==> src/rtl/fp_div_if.sv <==
// Operand/result handshake bundle between the FPU issue logic and the divider.
// The master drives operands and consumes results; the slave is the divider.
interface fp_div_if #(
   parameter int W = 32
);
   logic         in_valid;
   logic         in_ready;
   logic [W-1:0] a;
   logic [W-1:0] b;
   logic         out_valid;
   logic         out_ready;
   logic [W-1:0] result;
   logic [4:0]   flags;

   modport master (
      output in_valid, a, b, out_ready,
      input  in_ready, out_valid, result, flags
   );

   modport slave (
      input  in_valid, a, b, out_ready,
      output in_ready, out_valid, result, flags
   );
endinterface

==> src/rtl/fp_divider_seq.sv <==
// Sequential restoring radix-2 floating-point divider, one quotient bit per cycle,
// with round-to-nearest-even, flush-to-zero and exception flags.
module fp_divider_seq #(
   parameter int EXP_W = 8,
   parameter int MAN_W = 23,
   parameter int BIAS  = 2**(EXP_W-1)-1
) (
   input  logic     fp_clk,
   input  logic     rst_n,
   fp_div_if.slave  bus
);
   localparam int W  = 1 + EXP_W + MAN_W;
   localparam int QW = MAN_W + 3;
   localparam int CW = $clog2(QW) + 1;
   localparam logic [CW-1:0]        CNT_INIT = CW'(QW - 1);
   localparam logic signed [EXP_W+1:0] BIAS_S = (EXP_W+2)'(BIAS);
   localparam logic signed [EXP_W+1:0] EMAX_S = {2'b00, {EXP_W{1'b1}}};
   localparam logic signed [EXP_W+1:0] ZERO_S = '0;
   localparam logic [W-2:0] INF_MAG  = {{EXP_W{1'b1}}, {MAN_W{1'b0}}};
   localparam logic [W-1:0] QNAN     = {1'b0, {EXP_W{1'b1}}, 1'b1, {(MAN_W-1){1'b0}}};

   typedef enum logic [1:0] {IDLE, DIV, ROUND, DONE} state_t;

   state_t            state_q, state_d;
   logic [EXP_W-1:0]  ea_q, eb_q;
   logic [MAN_W-1:0]  fa_q, fb_q;
   logic              sign_q;
   logic              special_q;
   logic [MAN_W+1:0]  rem_q;
   logic [QW-1:0]     q_q;
   logic [CW-1:0]     cnt_q;
   logic [W-1:0]      result_q;
   logic [4:0]        flags_q;

   function automatic logic is_special(input logic [EXP_W-1:0] e);
      return (&e) | ~(|e);
   endfunction

   // RNE increment; the extra MSB is the mantissa carry-out.
   function automatic logic [MAN_W:0] rne_round(input logic [MAN_W-1:0] frac,
                                               input logic guard, input logic sticky);
      logic inc;
      inc = guard & (sticky | frac[0]);
      return {1'b0, frac} + {{MAN_W{1'b0}}, inc};
   endfunction

   function automatic logic signed [EXP_W+1:0] exp_calc(input logic [EXP_W-1:0] ea,
                                                        input logic [EXP_W-1:0] eb,
                                                        input logic adj, input logic carry);
      return $signed({2'b00, ea}) - $signed({2'b00, eb}) + BIAS_S
             - $signed({{(EXP_W+1){1'b0}}, adj}) + $signed({{(EXP_W+1){1'b0}}, carry});
   endfunction

   // Saturate to Inf on overflow, flush to zero on underflow; returns {flags, result}.
   function automatic logic [W+4:0] pack_normal(input logic s,
                                                input logic signed [EXP_W+1:0] e,
                                                input logic [MAN_W-1:0] frac,
                                                input logic inexact);
      if (e >= EMAX_S)
         return {5'b00101, s, INF_MAG};
      else if (e <= ZERO_S)
         return {5'b00011, s, {(W-1){1'b0}}};
      else
         return {4'b0000, inexact, s, e[EXP_W-1:0], frac};
   endfunction

   function automatic logic [W+4:0] pack_special(input logic s,
                                                 input logic [EXP_W-1:0] ea,
                                                 input logic [MAN_W-1:0] fa,
                                                 input logic [EXP_W-1:0] eb,
                                                 input logic [MAN_W-1:0] fb);
      logic a_inf, a_nan, a_zero, b_inf, b_nan, b_zero;
      a_inf  = (&ea) & ~(|fa);
      a_nan  = (&ea) & (|fa);
      a_zero = ~(|ea);
      b_inf  = (&eb) & ~(|fb);
      b_nan  = (&eb) & (|fb);
      b_zero = ~(|eb);
      if (a_nan | b_nan | (a_zero & b_zero) | (a_inf & b_inf))
         return {5'b10000, QNAN};
      else if (a_inf)
         return {5'b00000, s, INF_MAG};
      else if (b_zero)
         return {5'b01000, s, INF_MAG};
      else
         return {5'b00000, s, {(W-1){1'b0}}};
   endfunction

   logic              in_special;
   logic [MAN_W+1:0]  mb_ext, diff, rem_nxt;
   logic              ge;
   logic              q_msb, guard, sticky, adj, carry;
   logic [MAN_W-1:0]  frac_pre, frac_rnd;
   logic [MAN_W:0]    rnd;
   logic signed [EXP_W+1:0] e_s;
   logic [W+4:0]      nm_pack, sp_pack;

   assign in_special = is_special(bus.a[W-2:MAN_W]) | is_special(bus.b[W-2:MAN_W]);

   // Restoring step: subtract when the divisor fits, then shift the remainder.
   assign mb_ext  = {2'b01, fb_q};
   assign ge      = (rem_q >= mb_ext);
   assign diff    = ge ? (rem_q - mb_ext) : rem_q;
   assign rem_nxt = diff << 1;

   assign q_msb    = q_q[QW-1];
   assign frac_pre = q_msb ? q_q[MAN_W+1:2] : q_q[MAN_W:1];
   assign guard    = q_msb ? q_q[1] : q_q[0];
   assign sticky   = (q_msb & q_q[0]) | (rem_q != '0);
   assign adj      = ~q_msb;
   assign rnd      = rne_round(frac_pre, guard, sticky);
   assign carry    = rnd[MAN_W];
   assign frac_rnd = rnd[MAN_W-1:0];
   assign e_s      = exp_calc(ea_q, eb_q, adj, carry);
   assign nm_pack  = pack_normal(sign_q, e_s, frac_rnd, guard | sticky);
   assign sp_pack  = pack_special(sign_q, ea_q, fa_q, eb_q, fb_q);

   always_ff @(posedge fp_clk or negedge rst_n) begin
      if (!rst_n)
         state_q <= IDLE;
      else
         state_q <= state_d;
   end

   // Special operands skip DIV and resolve in the single ROUND cycle.
   always_comb begin
      state_d = state_q;
      case (state_q)
         IDLE:    if (bus.in_valid) state_d = in_special ? ROUND : DIV;
         DIV:     if (cnt_q == '0) state_d = ROUND;
         ROUND:   state_d = DONE;
         DONE:    if (bus.out_ready) state_d = IDLE;
         default: state_d = IDLE;
      endcase
   end

   always_ff @(posedge fp_clk or negedge rst_n) begin
      if (!rst_n) begin
         ea_q      <= '0;
         eb_q      <= '0;
         fa_q      <= '0;
         fb_q      <= '0;
         sign_q    <= 1'b0;
         special_q <= 1'b0;
         rem_q     <= '0;
         q_q       <= '0;
         cnt_q     <= '0;
         result_q  <= '0;
         flags_q   <= '0;
      end else begin
         case (state_q)
            IDLE: if (bus.in_valid) begin
               ea_q      <= bus.a[W-2:MAN_W];
               fa_q      <= bus.a[MAN_W-1:0];
               eb_q      <= bus.b[W-2:MAN_W];
               fb_q      <= bus.b[MAN_W-1:0];
               sign_q    <= bus.a[W-1] ^ bus.b[W-1];
               special_q <= in_special;
               rem_q     <= {2'b01, bus.a[MAN_W-1:0]};
               q_q       <= '0;
               cnt_q     <= CNT_INIT;
            end
            DIV: begin
               rem_q <= rem_nxt;
               q_q   <= {q_q[QW-2:0], ge};
               if (cnt_q != '0) cnt_q <= cnt_q - CW'(1);
            end
            ROUND: {flags_q, result_q} <= special_q ? sp_pack : nm_pack;
            default: ;
         endcase
      end
   end

   assign bus.in_ready  = (state_q == IDLE);
   assign bus.out_valid = (state_q == DONE);
   assign bus.result    = result_q;
   assign bus.flags     = flags_q;
endmodule

==> src/flat_wrapper.sv <==
// flat-port wrapper written by rule: the top's interface ports become plain ports
module fp_divider_seq_flat 
#(
   parameter int EXP_W = 8,
   parameter int MAN_W = 23,
   parameter int BIAS  = 2**(EXP_W-1)-1
)
  (fp_clk, rst_n, bus_in_valid, bus_a, bus_b, bus_out_ready, bus_in_ready, bus_out_valid, bus_result, bus_flags);
  fp_div_if #(.W(32)) bus_i ();
  input  logic fp_clk;
  input  logic rst_n;
  input wire logic [$bits(bus_i.in_valid)-1:0] bus_in_valid;
  input wire logic [$bits(bus_i.a)-1:0] bus_a;
  input wire logic [$bits(bus_i.b)-1:0] bus_b;
  input wire logic [$bits(bus_i.out_ready)-1:0] bus_out_ready;
  output wire logic [$bits(bus_i.in_ready)-1:0] bus_in_ready;
  output wire logic [$bits(bus_i.out_valid)-1:0] bus_out_valid;
  output wire logic [$bits(bus_i.result)-1:0] bus_result;
  output wire logic [$bits(bus_i.flags)-1:0] bus_flags;
  assign bus_i.in_valid = bus_in_valid;
  assign bus_i.a = bus_a;
  assign bus_i.b = bus_b;
  assign bus_i.out_ready = bus_out_ready;
  assign bus_in_ready = bus_i.in_ready;
  assign bus_out_valid = bus_i.out_valid;
  assign bus_result = bus_i.result;
  assign bus_flags = bus_i.flags;
  fp_divider_seq #(.EXP_W(EXP_W), .MAN_W(MAN_W), .BIAS(BIAS)) u_core (.fp_clk(fp_clk), .rst_n(rst_n), .bus(bus_i));
endmodule
==> config.mk <==
export PLATFORM = sky130hd
export DESIGN_NAME = fp_divider_seq_flat
export DESIGN_NICKNAME = d
export VERILOG_FILES = /design/src/rtl/fp_div_if.sv /design/src/rtl/fp_divider_seq.sv /design/src/flat_wrapper.sv
export SDC_FILE = /design/constraint.sdc
export NUM_CORES = 1
export LEC_CHECK = 0
export BUFFER_PORTS_ARGS = -buffer_cell sky130_fd_sc_hd__buf_2
export CAP_MARGIN = 20
export CELL_PAD_IN_SITES_DETAIL_PLACEMENT = 1
export CELL_PAD_IN_SITES_GLOBAL_PLACEMENT = 1
export CORE_ASPECT_RATIO = 0.75
export CORE_UTILIZATION = 46
export DETAILED_ROUTE_END_ITERATION = 10
export PLACE_DENSITY = 0.85
export SETUP_SLACK_MARGIN = 0.02
export SLEW_MARGIN = 10
export SYNTH_ARGS = -nofsm -noshare
export SYNTH_HDL_FRONTEND = slang
export SYNTH_SLANG_ARGS = --single-unit
==> constraint.sdc <==
create_clock -name fp_clk -period 4.8 [get_ports fp_clk]
set_input_delay 0.24 -clock fp_clk [delete_from_list [all_inputs] [get_ports fp_clk]]
set_output_delay 0.24 -clock fp_clk [all_outputs]
set_load 0.02 [all_outputs]
Word level (Yosys, flattened, before mapping)
Index checks and enable logic that the tools add are counted.
W data, S select, Z words.
{"block": "totals", "word_cells": 94, "mem_count": 0, "in_bits": 68, "output_inout_bits": 39, "mem_bits_rw": 0, "latch_bits": 0, "mem_bits_ro": 0, "ff_bits": 160}
{"block": "classes", "add_sub_neg": 7, "mul": 0, "n_eq_ne": 7, "n_bitwise": 25, "mux": 21, "n_lt_le_gt_ge": 3, "n_reduce_logical": 19, "n_shift": 0, "div_mod_pow": 0}
{"operator": "$mux W37", "n": 3}
{"operator": "$pmux W26 S2", "n": 1}
{"operator": "$pmux W25 S2", "n": 1}
{"operator": "$reduce_or A23 Y1", "n": 2}
{"operator": "$mux W36", "n": 1}
{"operator": "$mux W35", "n": 1}
{"operator": "$mux W34", "n": 1}
{"operator": "$reduce_and A8 Y1", "n": 4}
{"operator": "$reduce_or A8 Y1", "n": 4}
{"operator": "$mux W26", "n": 1}
{"operator": "$ge A25 B24 Y1", "n": 1}
{"operator": "$mux W25", "n": 1}
{"operator": "$reduce_bool A25 Y1", "n": 1}
{"operator": "$add A23 B1 Y24", "n": 1}
{"operator": "$mux W24", "n": 1}
{"operator": "$sub A24 B24 Y24", "n": 1}
{"operator": "$mux W23", "n": 1}
{"operator": "$mux W6", "n": 2}
{"operator": "$pmux W6 S2", "n": 1}
{"operator": "$add A10 B2 Y10", "n": 1}
{"operator": "$add A10 B8 Y10 const B", "n": 1}
{"operator": "$ge A10 B9 Y1 const B", "n": 1}
{"operator": "$le A10 B1 Y1 const B", "n": 1}
{"operator": "$sub A10 B2 Y10", "n": 1}
{"operator": "other kinds (19)", "n": 48}

Depth between registers and ports, before layout
Gate-level depths: netlist of run 1.
{"block": "depth", "depth_word": 10, "mapped_depth": 21}

Least setup slack after synthesis of run 1
Ideal clock, no wire load.
{"block": "synth_path", "path_type": "register -> register", "start": "reg u_core.q_q[25]", "end": "reg u_core.result_q[9], in the netlist u_core.bus.result[9]", "path_stages_with_launch": 22, "arrival_time_ns": 4.148, "path_buffers": 2, "period_less_slack_ns": 4.223, "setup_time_ns": 0.075, "setup_slack_ns": 0.577, "cell_sequence": "dfrtp_1 -> buf_2 -> nand2b_1 -> a21oi_1 -> nand4_1 -> nor2_1 -> nand3_1 -> nor3_1 -> fa_1 -> ha_1 -> inv_1 -> fa_1 -> and2b_1 -> o21ai_1 -> a21boi_2 -> o21ai_2 -> a21boi_2 -> a21oi_1 -> a31o_1 -> or4_4 -> buf_6 -> o2bb2ai_2"}
{"block": "synth_via", "elab_chain_len": 10}
{"item": "start: declaration", "line_no": "fp_divider_seq.sv:30", "text": "logic [QW-1:0] q_q;"}
{"item": "start signal: assignment", "line_no": "fp_divider_seq.sv:165", "text": "q_q <= {q_q[QW-2:0], ge};"}
{"item": "$and A1 B1 Y1", "line_no": "fp_divider_seq.sv:109", "text": "assign sticky = (q_msb & q_q[0]) | (rem_q != '0);"}
{"item": "$or A1 B1 Y1", "line_no": "fp_divider_seq.sv:109"}
{"item": "$or A1 B1 Y1", "line_no": "fp_divider_seq.sv:43", "text": "inc = guard & (sticky | frac[0]);"}
{"item": "$and A1 B1 Y1", "line_no": "fp_divider_seq.sv:43"}
{"item": "$add A23 B1 Y24", "line_no": "fp_divider_seq.sv:44", "text": "return {1'b0, frac} + {{MAN_W{1'b0}}, inc};"}
{"item": "$add A10 B2 Y10", "line_no": "fp_divider_seq.sv:51", "text": "- $signed({{(EXP_W+1){1'b0}}, adj}) + $signed({{(EXP_W+1){1'b0}}, carry});"}
{"item": "$le A10 B1 Y1", "line_no": "fp_divider_seq.sv:61", "text": "else if (e <= ZERO_S)"}
{"item": "$mux W34", "line_no": "fp_divider_seq.sv:61"}
{"item": "$mux W35 *", "line_no": "fp_divider_seq.sv:59", "text": "if (e >= EMAX_S)"}
{"item": "$mux W37 *", "line_no": "fp_divider_seq.sv:168", "text": "ROUND: {flags_q, result_q} <= special_q ? sp_pack : nm_pack;"}
{"item": "end signal: assignment", "line_no": "fp_divider_seq.sv:168"}
{"item": "end: declaration", "line_no": "fp_divider_seq.sv:32", "text": "logic [W-1:0] result_q;"}
Mark *: on every way between the ends. The rest lies on a longest branch, timed or not.
A chain may end at the register's enable or synchronous reset.

Worst setup path in the final report of run 1
{"block": "layout_path", "start": "reg u_core.q_q[25]", "end": "reg u_core.result_q[3], in the netlist u_core.bus.result[3]"}
Same word-level chain as after synthesis.

==> reports/metrics.cfg, run 1 <==
[logic_synthesis]
avgSynthCellArea_sq_um=9.69
synth_fp_nets=1119
syn-cell-area_sq_um=9710
synth-simple-area-share=0.146
synth_flop_cell=dfrtp_1
synth_edf_count=0
synth_top_cell_area_share=0.412
synth-xor-area-share=0.0568
syn_inst=1002
ys_seq_elements=160
synthAdderAreaFrac=0.0662
synthMostInstantiatedCell=dfrtp_1
synth_top_family_by_area=compound AO/OA/AOI/OAI gates
synth_mux_area_frac=0.0928
synthTopCellsByCount=dfrtp_1, nand2_1, nor2_1, a21oi_1, mux2_2
ys_types=70
synth-compound-area-share=0.179
synth_top_cell_by_area=dfrtp_1
async_flop_share=1.00
ys_warn_count=0
synth.yosys.seq_area_share=0.412
synthTopCellsByArea=dfrtp_1, mux2_2, ha_1

[cts]
worstSkewPairLatency_ns=0.44
clkTransAtPathRegs_ns=0.07
htreeDepth=4
clkSinkCount=160
clock_path_buffers=2
cts_tree=done
root_buffer=clkbuf_16
post_cts_buffers=0
cts_buffers=17

[setup_path]
critPathMaxFanout=22
timing.rr.start=u_core.q_q[25]$_DFFE_PN0P_
worst_path_max_delay_cell=or4_4
reg2regPathDepth=19
cp-start-kind=flip-flop
slowest_delay_ns=0.64
setup.worst_path.end_class=flip-flop
arrival_ns=4.82
worst-setup-path-type=reg2reg
cp_top_family=compound AO/OA/AOI/OAI gates
r2r_slack_ns=0.34
worst-path-buf-inv=3
r2r_end=u_core.bus.result[3]$_DFFE_PN0P_
crit_start=u_core.q_q[25]$_DFFE_PN0P_
path_cells=buf_4 > inv_1 > nand2_1 > a21oi_1 > nand3_2 > nor3_2 > fa_1 > ha_1 > inv_1 > fa_1 > and2b_1 > o21ai_1 > a21boi_2 > o21ai_2 > a21boi_2 > a21oi_1 > a31o_1 > or4_4 > o2bb2ai_1
worstPathRequired_ns=5.16

[grt]
grtUsageMet3=0.0485
grt-ovfl-total=0
grt_use_met2=0.440
grt_pass1_vias=8587
grt_pass1_wl_um=46000
antenna_found_initial=2
grt_use_total=0.274
grt_max_degree=79
top_usage_layer=met2
grtUsageMet1=0.374

[place]
io_buffer_count=106
post_dp_cell_area_sq_um=10500
hpwl_um=19900
gp_congestion=0.842

[sta]
rsz0062_at_grt=no
fin_worst_skew_ns=0.0104
worst_slew_pin_slew_ns=0.995
max_slew_margin=0.336
setup_viol=0
hold_viol_final=0
min_period_ns=4.46
slew_viol_final=0
fin_crit_sh=0.929
setup_tns_ns=0
fmax_mhz=224

[min_path]
worstHoldPathType=in2reg
min_from=bus_b[10]
whs_endpoint=u_core.fb_q[10]$_DFFE_PN0P_
min_path_cells=2

[drt]
viasPerCell=5.89
drt-total-wl_um=28300
num_vias=8179
firstDrtPassIters=5
wl_per_cell_um=20.4
drc=0
ant_nets=0
drt_iter0_markers=478

[floorplanning]
io_pins=107
die_area_sq_um=21700
die_w_um=170
core_sq_um=20400
initial_core_util=0.475
dieHeight_um=128
rows=45

[final_layout]
finalInstanceArea_sq_um=11300
drive_above_1_share=0.235
finalNetCount=1209
area_growth_pct=16.0

[status]
status=finished clean

[flow_run]
maxCapViolations=0

kinds of logic after synthesis:
kind of cell / after synthesis
flops: 160
fa+ha+maj: 49
xor+xnor: 63
simple gates: 290
compound gates: 241
mux: 82
buf+inv: 117
timing repair:
item / CTS / global route
gates resized for setup: 0 / 7
hold buffers: 1 / 0
setup endpoints to repair: 0 / 27
hold endpoints to repair: 76 / 0
routing by layer:
metal	wire (um)	up-vias	share of wire
met2	13300	228	0.47
met3	1320	47	0.047
met4	663	0	0.023
met5	0	-	0
met1	13100	4146	0.46
li1	-	3758	-
placed cells by master, fill, tap and decap left out, drive strengths merged, types with 16 or more instances in the layout:
| cell | count |
|---|---|
| a21o | 16 |
| clkbuf | 17 |
| mux2 | 64 |
| nor4 | 27 |
| nand2 | 89 |
| ha | 45 |
| buf | 123 |
| o21ai | 49 |
| mux2i | 18 |
| a22o | 24 |
| nor2 | 67 |
| xor2 | 28 |
| inv | 68 |
| nand3 | 25 |
| dfrtp | 160 |
| a21oi | 68 |
| o2bb2ai | 24 |
| nand4 | 21 |
| xnor2 | 35 |
sequential cells by signal, indices dropped and copies added (netlist names):
name               flops
u_core.bus.flags       5
u_core.fa_q           23
u_core.ea_q            8
u_core.state_q         2
u_core.bus.result     32
u_core.sign_q          1
u_core.cnt_q           6
u_core.eb_q            8
u_core.rem_q          25
u_core.fb_q           23
u_core.q_q            26
u_core.special_q       1
through the flow:
| step | util | worst slack (ns) | std cells | hold WS [ns] |
|---|---|---|---|---|
| 6_report | 0.551 | 0.343 | 1388 | 0.0241 |
| 5_1_grt | 0.551 | 0.0469 | 1388 | 0.0214 |
| 4_1_cts | 0.549 | 0.136 | 1387 | 0.0124 |
| 3_5_place_dp | 0.514 | 0.218 | 1354 | 0.333 |
| 3_3_place_gp | 0.514 | 0.420 | 1354 | 0.334 |
| 2_1_floorplan | - | 0.577 | 1002 | -0.0556 |
area by class of cell:
class | count | area (sq um)
fill | 2328 | 9180
inverter | 64 | 240
clock inverter | 15 | 278
clock buffer | 17 | 425
sequential | 160 | 4010
timing repair buffer | 124 | 674
tap | 282 | 353
antenna | 1 | 2.50
multi-input combinational | 725 | 5280
how the worst max path moves through the flow:
stage | to | slack [ns] | cells past startpoint
global placement | u_core.bus.result[3]$_DFFE_PN0P_ | 0.42 | 19
detailed placement | u_core.bus.result[21]$_DFFE_PN0P_ | 0.22 | 19
finish | u_core.bus.result[3]$_DFFE_PN0P_ | 0.34 | 19
floorplan | u_core.bus.result[9]$_DFFE_PN0P_ | 0.58 | 21
CTS | u_core.bus.result[3]$_DFFE_PN0P_ | 0.14 | 19
global route | u_core.bus.result[3]$_DFFE_PN0P_ | 0.05 | 19
Power of run 1 is not shown: default switching activity piles up to over one toggle a cycle in this logic, so the estimate is an artifact.
==> run 2, diff against run 1 <==
- CORE_UTILIZATION: 46 -> 35
- PLACE_DENSITY: 0.85 -> 0.69
- clock period: 4.8 -> 5.6 ns (I/O delays scaled with it)
==> reports/metrics.cfg, run 2 (synthesis gave the netlist of run 1 again) <==
[status]
status=finished clean  ; unchanged

[drt]
dr.max_layer_used=met5  ; was met4
met2WireLength_um=12000  ; was 13300 um
wl_per_cell_um=18.9  ; was 20.4 um
drt_iter0_markers=437  ; was 478
num_vias=7817  ; was 8179
m1WireLength_um=14000  ; was 13100 um
ant_nets=0  ; unchanged
drc=0  ; unchanged
firstDrtPassIters=4  ; was 5
drt-total-wl_um=27300  ; was 28300 um
met3RoutedLength_um=915  ; was 1320 um
viasPerCell=5.40  ; was 5.89

[sta]
max_slew_margin=0.303  ; was 0.336
setup_tns_ns=0  ; unchanged
fin_worst_skew_ns=0.0123  ; was 0.0104 ns
setup_viol=0  ; unchanged
slew_viol_final=0  ; unchanged
fmax_mhz=201  ; was 224 MHz
rsz0062_at_grt=no  ; unchanged
min_period_ns=4.97  ; was 4.46 ns
fin_crit_sh=0.887  ; was 0.929
worst_slew_pin_slew_ns=1.05  ; was 0.995 ns
hold_viol_final=0  ; unchanged

[cts]
cts_tree=done  ; unchanged
clkTransAtPathRegs_ns=0.06  ; was 0.07 ns
cts_buffers=17  ; unchanged
post_cts_buffers=0  ; unchanged
worstSkewPairLatency_ns=0.43  ; was 0.44 ns
htreeDepth=4  ; unchanged
clkSinkCount=160  ; unchanged
clock_path_buffers=2  ; unchanged
root_buffer=clkbuf_16  ; unchanged

[floorplanning]
core_sq_um=27100  ; was 20400 sq um
io_pins=107  ; unchanged
initial_core_util=0.358  ; was 0.475
dieHeight_um=146  ; was 128 um
die_area_sq_um=28400  ; was 21700 sq um
rows=52  ; was 45
die_w_um=194  ; was 170 um

[setup_path]
worst-setup-path-type=reg2reg  ; unchanged
arrival_ns=5.23  ; was 4.82 ns
setup.worst_path.end_class=flip-flop  ; unchanged
critPathMaxFanout=25  ; was 22
cp-start-kind=flip-flop  ; unchanged
worstPathRequired_ns=5.86  ; was 5.16 ns

[final_layout]
layout_common_cells=dfrtp_1, buf_2, nand2_1  ; unchanged
area_growth_pct=14.3  ; was 16.0%
drive_above_1_share=0.219  ; was 0.235
final_common_cell=dfrtp_1  ; unchanged
largest_reg_flops=32  ; unchanged
finalNetCount=1200  ; was 1209

[grt]
grt_use_total=0.202  ; was 0.274
grt_pass1_vias=8207  ; was 8587
grt-ovfl-total=0  ; unchanged
grt_max_degree=77  ; was 79
grt_pass1_wl_um=45600  ; was 46000 um
antenna_found_initial=3  ; was 2

[place]
hpwl_um=20200  ; was 19900 um
io_buffer_count=106  ; unchanged
gp_congestion=0.822  ; was 0.842

[min_path]
worstHoldPathType=in2reg  ; unchanged

[flow_run]
maxCapViolations=0  ; unchanged

-- run 2: cell types whose count changed in the layout (fill, tap and decap cells not counted), moves of 2 or more --
| cell | previous run | this run |
|---|---|---|
| inv_6 | 4 | 0 |
| clkbuf_1 | 0 | 2 |
| nor3_2 | 2 | 0 |
| clkbuf_8 | 0 | 6 |
| buf_4 | 17 | 8 |
| clkinv_2 | 1 | 4 |
| bufinv_16 | 7 | 0 |
| nor3_1 | 10 | 12 |
-- run 2: layout make-up --
| cell class | instances | area, sq um |
|---|---|---|
| Inverter | 64 | 240 |
| Clock buffer | 25 | 515 |
| Tap cell | 351 | 439 |
| Timing Repair Buffer | 115 | 607 |
| Antenna cell | 2 | 5.00 |
| Clock inverter | 5 | 28.8 |
| Multi-Input combinational cell | 725 | 5260 |
| Fill cell | 3110 | 16000 |
| Sequential cell | 160 | 4000 |
-- run 2: repair_timing --
| item | in CTS | in global routing |
|---|---|---|
| endpoints found under the hold margin | 61 | 0 |
| gates resized for setup | 0 | 0 |
| hold buffers | 1 | 0 |
-- run 2: per-stage QoR --
step                       util  setup WS [ns]  cell area (sq um)  std cells  hold slack (ns)
after detailed placement  0.389          0.720              10500       1414            0.328
after global routing      0.409          0.144              11100       1445           0.0625
final                     0.409          0.633              11100       1447           0.0774
after CTS                 0.409          0.689              11100       1445           0.0587
after global placement    0.389          0.972              10500       1414            0.335
after floorplan               -           1.38               9710       1002          -0.0156
-- run 2: path summary, 6_finish.rpt --
kind                                                       from                                 to  slack, ns  cells past startpoint
worst max-delay path                 u_core.q_q[25]$_DFFE_PN0P_  u_core.bus.result[25]$_DFFE_PN0P_       0.63                     18
max in group asynchronous                                 rst_n       u_core.rem_q[24]$_DFFE_PN0P_       3.98                      3
min in group asynchronous                                 rst_n        u_core.fb_q[15]$_DFFE_PN0P_       0.44                      2
worst min-delay path                                  bus_b[15]        u_core.fb_q[15]$_DFFE_PN0P_       0.08                      2
worst min register to register  u_core.bus.flags[1]$_DFFE_PN0P_    u_core.bus.flags[1]$_DFFE_PN0P_       0.48                      1
worst max register to register       u_core.q_q[25]$_DFFE_PN0P_  u_core.bus.result[25]$_DFFE_PN0P_       0.63                     18
-- run 2: layer usage --
layer,track usage,vias to the layer above
met3,0.0407,26
met4,0.0504,2
met2,0.308,120
met1,0.291,3920
li1,-,3749
met5,0,-
-- run 2: worst max-delay path, cell delays in order, from the launching register on --
cell	delay, ns
dfrtp_1	0.54
buf_4	0.36
mux2i_1	0.39
nor2_1	0.12
nand3_1	0.17
nor3_1	0.09
fa_1	0.37
ha_1	0.21
inv_1	0.07
fa_1	0.20
and2b_1	0.19
o21ai_1	0.18
a21boi_2	0.10
o21ai_2	0.16
a21boi_2	0.08
nor3_1	0.46
nor2_1	0.28
a2bb2oi_1	0.57
o311ai_0	0.25
Power of run 2 is left out for the same reason.
==> run 3, diff against run 2 <==
- CTS_BUF_LIST: not set -> sky130_fd_sc_hd__clkbuf_8
==> reports/metrics.cfg, run 3 (synthesis gave the netlist of run 1 again) <==
[drt]
drt-total-wl_um=27000  ; was 27300 um
drc=0  ; unchanged
ant_nets=0  ; unchanged
wl_per_cell_um=18.7  ; was 18.9 um
firstDrtPassIters=4  ; unchanged
viasPerCell=5.34  ; was 5.40
num_vias=7733  ; was 7817
drt_iter0_markers=445  ; was 437

[setup_path]
setup.worst_path.end_class=flip-flop  ; unchanged
worst-path-buf-inv=2  ; unchanged
critPathMaxFanout=25  ; unchanged
cp-start-kind=flip-flop  ; unchanged
arrival_ns=5.30  ; was 5.23 ns
cp_top_family=compound AO/OA/AOI/OAI gates  ; unchanged
worst-setup-path-type=reg2reg  ; unchanged
timing.rr.start=u_core.q_q[25]$_DFFE_PN0P_  ; unchanged
r2r_slack_ns=0.60  ; was 0.63 ns
worst_path_max_delay_cell=a2bb2oi_1  ; unchanged
path_cells=buf_4 > mux2i_1 > nor2_1 > nand3_1 > nor3_1 > fa_1 > ha_1 > inv_1 > fa_1 > and2b_1 > o21ai_1 > a21boi_2 > o21ai_2 > a21boi_2 > nor3_1 > nor2_1 > a2bb2oi_1 > o311ai_0  ; unchanged
slowest_delay_ns=0.60  ; was 0.57 ns
worstPathRequired_ns=5.90  ; was 5.86 ns
r2r_end=u_core.bus.result[25]$_DFFE_PN0P_  ; unchanged
reg2regPathDepth=18  ; unchanged

[floorplanning]
rows=52  ; unchanged
die_area_sq_um=28400  ; unchanged
io_pins=107  ; unchanged
die_w_um=194  ; unchanged
initial_core_util=0.358  ; unchanged
dieHeight_um=146  ; unchanged
core_sq_um=27100  ; unchanged

[cts]
post_cts_buffers=0  ; unchanged
cts_tree=done  ; unchanged
clkTransAtPathRegs_ns=0.09  ; was 0.06 ns
clkSinkCount=160  ; unchanged
worstSkewPairLatency_ns=0.48  ; was 0.43 ns
htreeDepth=4  ; unchanged
clock_path_buffers=2  ; unchanged
cts_buffers=17  ; unchanged
root_buffer=clkbuf_8  ; was clkbuf_16

[min_path]
min_path_cells=2  ; unchanged
worstHoldPathType=in2reg  ; unchanged
whs_endpoint=u_core.fb_q[16]$_DFFE_PN0P_  ; was u_core.fb_q[15]$_DFFE_PN0P_
min_from=bus_b[16]  ; was bus_b[15]

[grt]
grt_pass1_wl_um=44800  ; was 45600 um
grt_max_degree=77  ; unchanged
grt_use_total=0.200  ; was 0.202
grt-ovfl-total=0  ; unchanged
grt_pass1_vias=8108  ; was 8207
antenna_found_initial=3  ; unchanged

[sta]
setup_viol=0  ; unchanged
fin_worst_skew_ns=0.0166  ; was 0.0123 ns
rsz0062_at_grt=no  ; unchanged
slew_viol_final=0  ; unchanged
hold_viol_final=0  ; unchanged
fmax_mhz=200  ; was 201 MHz
max_slew_margin=0.293  ; was 0.303
worst_slew_pin_slew_ns=1.06  ; was 1.05 ns
fin_crit_sh=0.893  ; was 0.887
min_period_ns=5.00  ; was 4.97 ns
setup_tns_ns=0  ; unchanged

[flow_run]
maxCapViolations=0  ; unchanged

[place]
io_buffer_count=106  ; unchanged
hpwl_um=20200  ; unchanged
gp_congestion=0.822  ; unchanged

[final_layout]
finalNetCount=1200  ; unchanged
drive_above_1_share=0.219  ; unchanged
layout_common_cells=dfrtp_1, buf_2, nand2_1  ; unchanged
multi_input_area_sq_um=5260  ; unchanged
seq_area_sq_um=4000  ; unchanged
final_common_cell=dfrtp_1  ; unchanged
largest_reg_flops=32  ; unchanged
area_growth_pct=12.4  ; was 14.3%
num-fill-cells=3128  ; was 3110

[status]
status=finished clean  ; unchanged

run 3: how the worst max path moves through the flow:
stage                          startpoint  cells after the start                                 to
6_report       u_core.q_q[25]$_DFFE_PN0P_                     18  u_core.bus.result[25]$_DFFE_PN0P_
5_1_grt        u_core.q_q[25]$_DFFE_PN0P_                     18  u_core.bus.result[25]$_DFFE_PN0P_
4_1_cts        u_core.q_q[25]$_DFFE_PN0P_                     18  u_core.bus.result[25]$_DFFE_PN0P_
3_5_place_dp   u_core.q_q[25]$_DFFE_PN0P_                     18  u_core.bus.result[25]$_DFFE_PN0P_
3_3_place_gp   u_core.q_q[25]$_DFFE_PN0P_                     19   u_core.bus.result[3]$_DFFE_PN0P_
2_1_floorplan  u_core.q_q[25]$_DFFE_PN0P_                     21   u_core.bus.result[9]$_DFFE_PN0P_
run 3: area by class of cell:
type	count	share of cell area
inverters	64	0.0220
repair buffers	115	0.0556
clock buffers	23	0.0290
multi-input cells	725	0.482
clock inverters	7	0.00333
flip-flops and latches	160	0.367
diodes	2	0.000459
well taps	351	0.0402
run 3: per-layer routing:
layer | track usage | vias to the layer above | routed length [um]
li1 | - | 3738 | -
met1 | 0.291 | 3867 | 14000
met2 | 0.302 | 109 | 11800
met3 | 0.0400 | 17 | 912
met4 | 0.0488 | 2 | 304
met5 | 0 | - | 11
run 3: repair_timing:
action,in CTS,in global routing
hold buffers,1,0
gates resized for setup,0,0
hold endpoints to repair,61,0
run 3: worst reg2reg max path, cell delays in order, from the launching register on:
cell and delay [ns]:
dfrtp_1 0.54, buf_4 0.36, mux2i_1 0.39, nor2_1 0.12, nand3_1 0.17, nor3_1 0.09
fa_1 0.37, ha_1 0.21, inv_1 0.07, fa_1 0.20, and2b_1 0.19, o21ai_1 0.18
a21boi_2 0.10, o21ai_2 0.16, a21boi_2 0.08, nor3_1 0.46, nor2_1 0.29, a2bb2oi_1 0.60
o311ai_0 0.25
run 3: metrics by stage:
step	utilization	instances	hold slack (ns)	instance area, sq um	setup slack [ns]
after floorplan	-	1002	-0.0156	9710	1.38
after global placement	0.389	1414	0.335	10500	0.972
after detailed placement	0.389	1414	0.328	10500	0.720
after CTS	0.402	1445	0.000491	10900	0.705
after global routing	0.402	1445	0.00430	10900	0.146
final	0.402	1447	0.0343	10900	0.600
Power of run 3 is left out for the same reason.
